===== config.mk =====
export PLATFORM = sky130hd
export DESIGN_NAME = down_sample_affine_loop_ctrl
export DESIGN_NICKNAME = d
export VERILOG_FILES = /design/src/rtl/down_sample_affine_loop_ctrl.sv
export SDC_FILE = /design/constraint.sdc
export NUM_CORES = 1
export LEC_CHECK = 0
export BUFFER_PORTS_ARGS = -buffer_cell sky130_fd_sc_hd__buf_2
export CAP_MARGIN = 20
export CORE_UTILIZATION = 41
export CTS_CLUSTER_SIZE = 30
export DETAILED_ROUTE_END_ITERATION = 10
export GPL_TIMING_DRIVEN = 0
export HOLD_SLACK_MARGIN = 0.03
export MAX_ROUTING_LAYER = met4
export SLEW_MARGIN = 20
export SYNTH_ARGS = -nofsm -noshare
export SYNTH_HDL_FRONTEND = slang
export SYNTH_SLANG_ARGS = --single-unit

===== constraint.sdc =====
create_clock -name clk -period 3.8 [get_ports clk]
set_clock_uncertainty 0.15 [all_clocks]
set_input_delay 0.38 -clock clk [delete_from_list [all_inputs] [get_ports clk]]
set_output_delay 0.38 -clock clk [all_outputs]
set_load 0.005 [all_outputs]

===== src/rtl/down_sample_affine_loop_ctrl.sv =====
// down_sample_affine_loop_ctrl
//   Affine loop-nest controller for one scheduled op of the down_sample
//   pipeline. Walks a 4-level index vector in odometer order (ctrl_vars[3]
//   fastest) and raises en once per iteration. en goes to the ren/wen of the
//   op's unified-buffer ports. Issue is paced by a start delay, an initiation
//   interval and a stall input.
//
// Ports
//   clk        in   clock, all logic on posedge
//   rst        in   synchronous reset, active-high
//   flush      in   synchronous abort (same effect as rst)
//   start      in   launch request, sampled only in IDLE
//   stall      in   back-pressure, suppresses issue in the current cycle
//   en         out  issue strobe
//   ctrl_vars  out  loop indices [0]=root .. [3]=column, valid when en=1
//   busy       out  high in DELAY and RUN
//   done       out  one-cycle pulse after the final issue
//   perf_cycles, perf_stalls  out  only when DS_LOOP_CTRL_PERF_EN is defined
//
// Optional feature macro: DS_LOOP_CTRL_PERF_EN (performance counters).
//
// state | meaning
// IDLE  | waiting for start
// DELAY | counting down the start delay
// RUN   | issuing iterations, paced by II and stall
// DONE  | one-cycle done pulse, then back to IDLE

module down_sample_affine_loop_ctrl #(
  parameter int EXTENT0     = 1,
  parameter int EXTENT1     = 4,
  parameter int EXTENT2     = 32,
  parameter int EXTENT3     = 32,
  parameter int II          = 1,
  parameter int START_DELAY = 0
) (
  input  logic             clk,
  input  logic             rst,
  input  logic             flush,
  input  logic             start,
  input  logic             stall,
  output logic             en,
  output logic [3:0][15:0] ctrl_vars,
  output logic             busy,
  output logic             done
`ifdef DS_LOOP_CTRL_PERF_EN
  ,
  output logic [31:0]      perf_cycles,
  output logic [31:0]      perf_stalls
`endif
);

  localparam logic [15:0] E0_LAST    = 16'(EXTENT0 - 1);
  localparam logic [15:0] E1_LAST    = 16'(EXTENT1 - 1);
  localparam logic [15:0] E2_LAST    = 16'(EXTENT2 - 1);
  localparam logic [15:0] E3_LAST    = 16'(EXTENT3 - 1);
  localparam logic [7:0]  II_LAST    = 8'(II - 1);
  localparam logic [15:0] DELAY_LOAD = (START_DELAY > 0) ? 16'(START_DELAY - 1) : 16'd0;

  typedef enum logic [1:0] {
    S_IDLE  = 2'd0,
    S_DELAY = 2'd1,
    S_RUN   = 2'd2,
    S_DONE  = 2'd3
  } state_t;

  state_t           state;
  state_t           state_nxt;
  logic [7:0]       ii_cnt;
  logic [15:0]      delay_cnt;
  logic [3:0][15:0] idx_inc;
  logic             wrap3;
  logic             wrap2;
  logic             wrap1;
  logic             last_iter;
  logic             issue;
  logic             accept;

  assign accept = (state == S_IDLE) && start;
  assign issue  = (state == S_RUN) && (ii_cnt == 8'd0) && !stall;
  assign en     = issue;

  // Odometer carries: each level wraps only when every inner level wraps too.
  assign wrap3     = (ctrl_vars[3] == E3_LAST);
  assign wrap2     = wrap3 && (ctrl_vars[2] == E2_LAST);
  assign wrap1     = wrap2 && (ctrl_vars[1] == E1_LAST);
  assign last_iter = wrap1 && (ctrl_vars[0] == E0_LAST);

  always_comb begin
    idx_inc    = ctrl_vars;
    idx_inc[3] = wrap3 ? 16'd0 : ctrl_vars[3] + 16'd1;
    if (wrap3) begin
      idx_inc[2] = (ctrl_vars[2] == E2_LAST) ? 16'd0 : ctrl_vars[2] + 16'd1;
    end
    if (wrap2) begin
      idx_inc[1] = (ctrl_vars[1] == E1_LAST) ? 16'd0 : ctrl_vars[1] + 16'd1;
    end
    if (wrap1) begin
      idx_inc[0] = (ctrl_vars[0] == E0_LAST) ? 16'd0 : ctrl_vars[0] + 16'd1;
    end
  end

  always_comb begin
    state_nxt = state;
    busy      = 1'b0;
    done      = 1'b0;
    case (state)
      S_IDLE: begin
        if (start) begin
          state_nxt = (START_DELAY == 0) ? S_RUN : S_DELAY;
        end
      end
      S_DELAY: begin
        busy = 1'b1;
        if (delay_cnt == 16'd0) begin
          state_nxt = S_RUN;
        end
      end
      S_RUN: begin
        busy = 1'b1;
        if (issue && last_iter) begin
          state_nxt = S_DONE;
        end
      end
      S_DONE: begin
        done      = 1'b1;
        state_nxt = S_IDLE;
      end
      default: state_nxt = S_IDLE;
    endcase
  end

  always_ff @(posedge clk) begin
    if (rst || flush) begin
      state     <= S_IDLE;
      ii_cnt    <= 8'd0;
      delay_cnt <= 16'd0;
      ctrl_vars <= '0;
    end else begin
      state <= state_nxt;
      if (accept) begin
        // ii_cnt may still be counting down from the previous run's last issue.
        delay_cnt <= DELAY_LOAD;
        ii_cnt    <= 8'd0;
        ctrl_vars <= '0;
      end else begin
        if ((state == S_DELAY) && (delay_cnt != 16'd0)) begin
          delay_cnt <= delay_cnt - 16'd1;
        end
        if (issue) begin
          ii_cnt    <= II_LAST;
          ctrl_vars <= idx_inc;
        end else if (ii_cnt != 8'd0) begin
          ii_cnt <= ii_cnt - 8'd1;
        end
      end
    end
  end

`ifdef DS_LOOP_CTRL_PERF_EN
  always_ff @(posedge clk) begin
    if (rst || flush || accept) begin
      perf_cycles <= 32'd0;
      perf_stalls <= 32'd0;
    end else begin
      if (busy && (perf_cycles != 32'hFFFF_FFFF)) begin
        perf_cycles <= perf_cycles + 32'd1;
      end
      if ((state == S_RUN) && (ii_cnt == 8'd0) && stall && (perf_stalls != 32'hFFFF_FFFF)) begin
        perf_stalls <= perf_stalls + 32'd1;
      end
    end
  end
`endif

endmodule


==> summary.log <==
INFO  cts            cts_setup_buffers=0
INFO  synthesis      yosys_warnings=0
INFO  cts            number_of_resized_instances_in_the_post_cts_repair_step=0
INFO  synthesis      synth_edf_count=0
INFO  synthesis      yosys_register_bits=90
INFO  power_and_ir_drop vdd_ir_drop_max=0.2149mV
INFO  die            die_area=11600um2
INFO  die            die_h=107.7um
INFO  timing         maxSlewHeadroom=0.4321
INFO  detailed_routing post_route_wl=11410um
INFO  cts            ctsLongestPathBuffers=2
INFO  timing         final.setup.tns=0ns
INFO  critical_path  worstRegToRegCells=8
INFO  detailed_routing avgRoutedWirePerCell=14.70um
INFO  place          dp.final_hpwl=8422um
INFO  global_route   globalRoute.totalOverflow=0
INFO  layout         fraction_of_layout_cells_with_a_size_suffix_above_1=0.1745
INFO  synthesis      mappedNetlistNets=567
INFO  place          finalWeightedCongestion=0.8299
INFO  timing         timing.fmax=297.9MHz
INFO  timing         finalCritPeriodShare=0.8834
INFO  cts            post_cts_hold_buffer_count=2
INFO  layout         number_of_inserted_diodes=0
INFO  global_route   grt_pass1_wl=19130um
INFO  detailed_routing final_antenna_net_count=0
INFO  detailed_routing drt_pass1_iterations=4
INFO  synthesis      synth.lib_cells_used.distinct=48
INFO  timing         maxSlewViolCount=0
INFO  power_and_ir_drop pwr_density_cell=438.1nW/um2
INFO  place          io_buffers=71
INFO  timing         rsz0062_at_grt=false
INFO  cts            tritoncts=built
INFO  layout         fillers=1076
INFO  synthesis      syn-mean-instance-area=8.372um2
INFO  timing         final_hold_viol_count=0
INFO  global_route   overall_global_routing_usage=0.2146
INFO  layout         finalCoreUtilization=0.4955
INFO  power_and_ir_drop p_leak=1.958nW
INFO  synthesis      synth_cells=547
INFO  cts            ctsRootBufferMaster=sky130_fd_sc_hd__clkbuf_8
INFO  critical_path  cp.arrival=3.52ns
INFO  critical_path  path_max_fanout=9
INFO  job            cap_viol_max_count=0
INFO  cts            clock_sink_count=90
INFO  die            floorplan.core_area=10840um2
INFO  global_route   grt_start_max_net_pins=16
INFO  cts            clkSlewWorstSetupHoldPaths=0.09ns
INFO  critical_path  critical_path_endpoint_category=flip-flop
INFO  min_path       hold_path_class=in -> reg
INFO  detailed_routing drt-initial-drc-count=238
INFO  layout         finish.net_count=651
INFO  cts            worst_skew_pair.late_latency=0.37ns
INFO  synthesis      synth_seq_area_share=0.3934
INFO  outcome        outcome=finished, final reports clean
INFO  timing         timing_worst_slew_pin_value=0.8441ns
INFO  timing         timing.final.crit_period=3.357ns
INFO  timing         hold_slack=0.1686ns
INFO  detailed_routing via_per_inst=5.615
INFO  synthesis      syn_area=4579um2
INFO  cts            numCtsBuffers=9
INFO  detailed_routing vias=4357
INFO  die            floorplan.initialDensity=0.4224
INFO  layout         area_delta_synth_final=17.30%
INFO  global_route   grt_antenna_before_repair=0
INFO  min_path       whs_path_depth=4
INFO  synthesis      dominantRegCellSynth=sky130_fd_sc_hd__dfxtp_1
INFO  timing         setup_viol=0
INFO  die            die_w=107.7um
INFO  critical_path  worst_setup_path_start_kind=flip-flop
INFO  detailed_routing drc=0
INFO  synthesis      async_set_or_reset_register_ratio_after_synthesis=0
INFO  power_and_ir_drop post-layout-total-power=2.353mW
INFO  global_route   number_of_global_route_vias_before_repair=4018
INFO  critical_path  critical_path_class=reg -> reg
INFO  die            floorplan.rows=38
INFO  die            top_level_ports=72
INFO  cts            h-tree-depth=3
INFO  critical_path  cp.required=3.97ns
per-layer routing:
metal / up-vias / GRT usage / part of all wire
met3: 12 / 0.03269 / 0.038
met4: 0 / 0.08121 / 0.015
met1: 2079 / 0.2759 / 0.49
met2: 99 / 0.3393 / 0.46
li1: 2167 / - / -
met5: - / - / 0
critical path, cell delays in order, from the launching register on:
cell and delay, ns:
sky130_fd_sc_hd__dfxtp_1 0.45, sky130_fd_sc_hd__ha_1 0.23, sky130_fd_sc_hd__and4_1 0.20, sky130_fd_sc_hd__clkbuf_2 0.20
sky130_fd_sc_hd__nand4_1 0.38, sky130_fd_sc_hd__o41ai_1 0.76, sky130_fd_sc_hd__a21oi_1 0.13, sky130_fd_sc_hd__nor4_1 0.22
sky130_fd_sc_hd__dlygate4sd3_1 0.58
report_power, final:
group / internal, mW / switching (mW) / total (mW)
combinational: 0.229 / 0.299 / 0.528
clock: 0.435 / 0.352 / 0.787
sequential: 0.983 / 0.0556 / 1.04
Yosys cell counts, types with 3 or more instances:
| master | instances | area share |
|---|---|---|
| sky130_fd_sc_hd__or3_1 | 21 | 0.029 |
| sky130_fd_sc_hd__xor2_1 | 15 | 0.029 |
| sky130_fd_sc_hd__clkbuf_1 | 15 | 0.012 |
| sky130_fd_sc_hd__nor4_1 | 29 | 0.040 |
| sky130_fd_sc_hd__inv_1 | 22 | 0.018 |
| sky130_fd_sc_hd__a21oi_1 | 39 | 0.043 |
| sky130_fd_sc_hd__and3_1 | 12 | 0.016 |
| sky130_fd_sc_hd__xnor2_1 | 31 | 0.059 |
| sky130_fd_sc_hd__buf_2 | 4 | 0.0044 |
| sky130_fd_sc_hd__nand2_1 | 38 | 0.031 |
| sky130_fd_sc_hd__nor2_1 | 56 | 0.046 |
| sky130_fd_sc_hd__buf_1 | 4 | 0.0033 |
| sky130_fd_sc_hd__nand3_1 | 16 | 0.017 |
| sky130_fd_sc_hd__and4_1 | 6 | 0.011 |
| sky130_fd_sc_hd__nor4b_1 | 3 | 0.0057 |
| sky130_fd_sc_hd__o31ai_1 | 12 | 0.020 |
| sky130_fd_sc_hd__nor3_1 | 10 | 0.011 |
| sky130_fd_sc_hd__dfxtp_1 | 90 | 0.39 |
| sky130_fd_sc_hd__nand4_1 | 31 | 0.042 |
| sky130_fd_sc_hd__or4_1 | 18 | 0.030 |
| sky130_fd_sc_hd__and2_1 | 5 | 0.0068 |
| sky130_fd_sc_hd__or2_2 | 4 | 0.0055 |
| sky130_fd_sc_hd__ha_1 | 15 | 0.041 |
| sky130_fd_sc_hd__o21ai_0 | 21 | 0.023 |
state kept, by name, indices dropped and copies added (netlist names):
register	flops
delay_cnt	16
ii_cnt	8
state	2
ctrl_vars	64
final timing paths:
path	from	endpoint	slack, ns
max	ctrl_vars[49]$_SDFFE_PP0P_	state[1]$_SDFFE_PP0P_	0.44
min reg2reg	delay_cnt[5]$_SDFFE_PP0N_	delay_cnt[5]$_SDFFE_PP0N_	0.33
min	rst	state[0]$_SDFFE_PP0P_	0.17
max reg2reg	ctrl_vars[49]$_SDFFE_PP0P_	state[1]$_SDFFE_PP0P_	0.44
metrics by stage:
stage / cells / worst slack (ns) / cell area, um2
floorplan: 547 / 1.264 / 4579
detailed placement: 758 / 0.7389 / 5110
global placement: 758 / 0.7418 / 5110
global route: 776 / 0.2116 / 5371
CTS: 776 / 0.4882 / 5371
finish: 776 / 0.4432 / 5371
layout by cell type (no fill, tap or decap), types with 3 or more instances in the layout:
cell type / instances
sky130_fd_sc_hd__or4_1: 18
sky130_fd_sc_hd__or3_1: 21
sky130_fd_sc_hd__nand4_1: 31
sky130_fd_sc_hd__nor4b_1: 3
sky130_fd_sc_hd__dfxtp_1: 90
sky130_fd_sc_hd__nand3_1: 16
sky130_fd_sc_hd__xnor2_1: 31
sky130_fd_sc_hd__clkinvlp_4: 3
sky130_fd_sc_hd__nor3_1: 10
sky130_fd_sc_hd__ha_1: 15
sky130_fd_sc_hd__inv_1: 22
sky130_fd_sc_hd__nand2_1: 38
sky130_fd_sc_hd__buf_2: 75
sky130_fd_sc_hd__buf_1: 4
sky130_fd_sc_hd__clkbuf_8: 9
sky130_fd_sc_hd__xor2_1: 15
sky130_fd_sc_hd__o21ai_0: 21
sky130_fd_sc_hd__nor2_1: 56
sky130_fd_sc_hd__and3_1: 12
sky130_fd_sc_hd__or2_2: 4
sky130_fd_sc_hd__clkbuf_1: 15
sky130_fd_sc_hd__bufinv_16: 3
sky130_fd_sc_hd__a21oi_1: 39
sky130_fd_sc_hd__and2_1: 5
sky130_fd_sc_hd__and4_1: 6
sky130_fd_sc_hd__o31ai_1: 12
sky130_fd_sc_hd__nor4_1: 29
cells by family after synthesis:
| logic type | after synthesis | synth area share |
|---|---|---|
| compound gates | 81 | 0.1014 |
| fa+ha+maj | 15 | 0.04098 |
| buf+inv | 48 | 0.04262 |
| mux | 2 | 0.004372 |
| flops | 90 | 0.3934 |
| xor+xnor | 46 | 0.08798 |
| simple gates | 265 | 0.3292 |
layout make-up:
cell class,instances,area [um2],area share
buffer,26,112.6,0.02096
clock buffer,9,123.9,0.02306
inverter,22,82.58,0.01537
tap,140,175.2,0.03261
sequential,90,1802,0.3354
multi-input combinational,409,2582,0.4808
timing repair buffer,73,375.4,0.06988
clock inverter,7,117.6,0.02190
No activity file was read; power rests on OpenSTA's default activity.
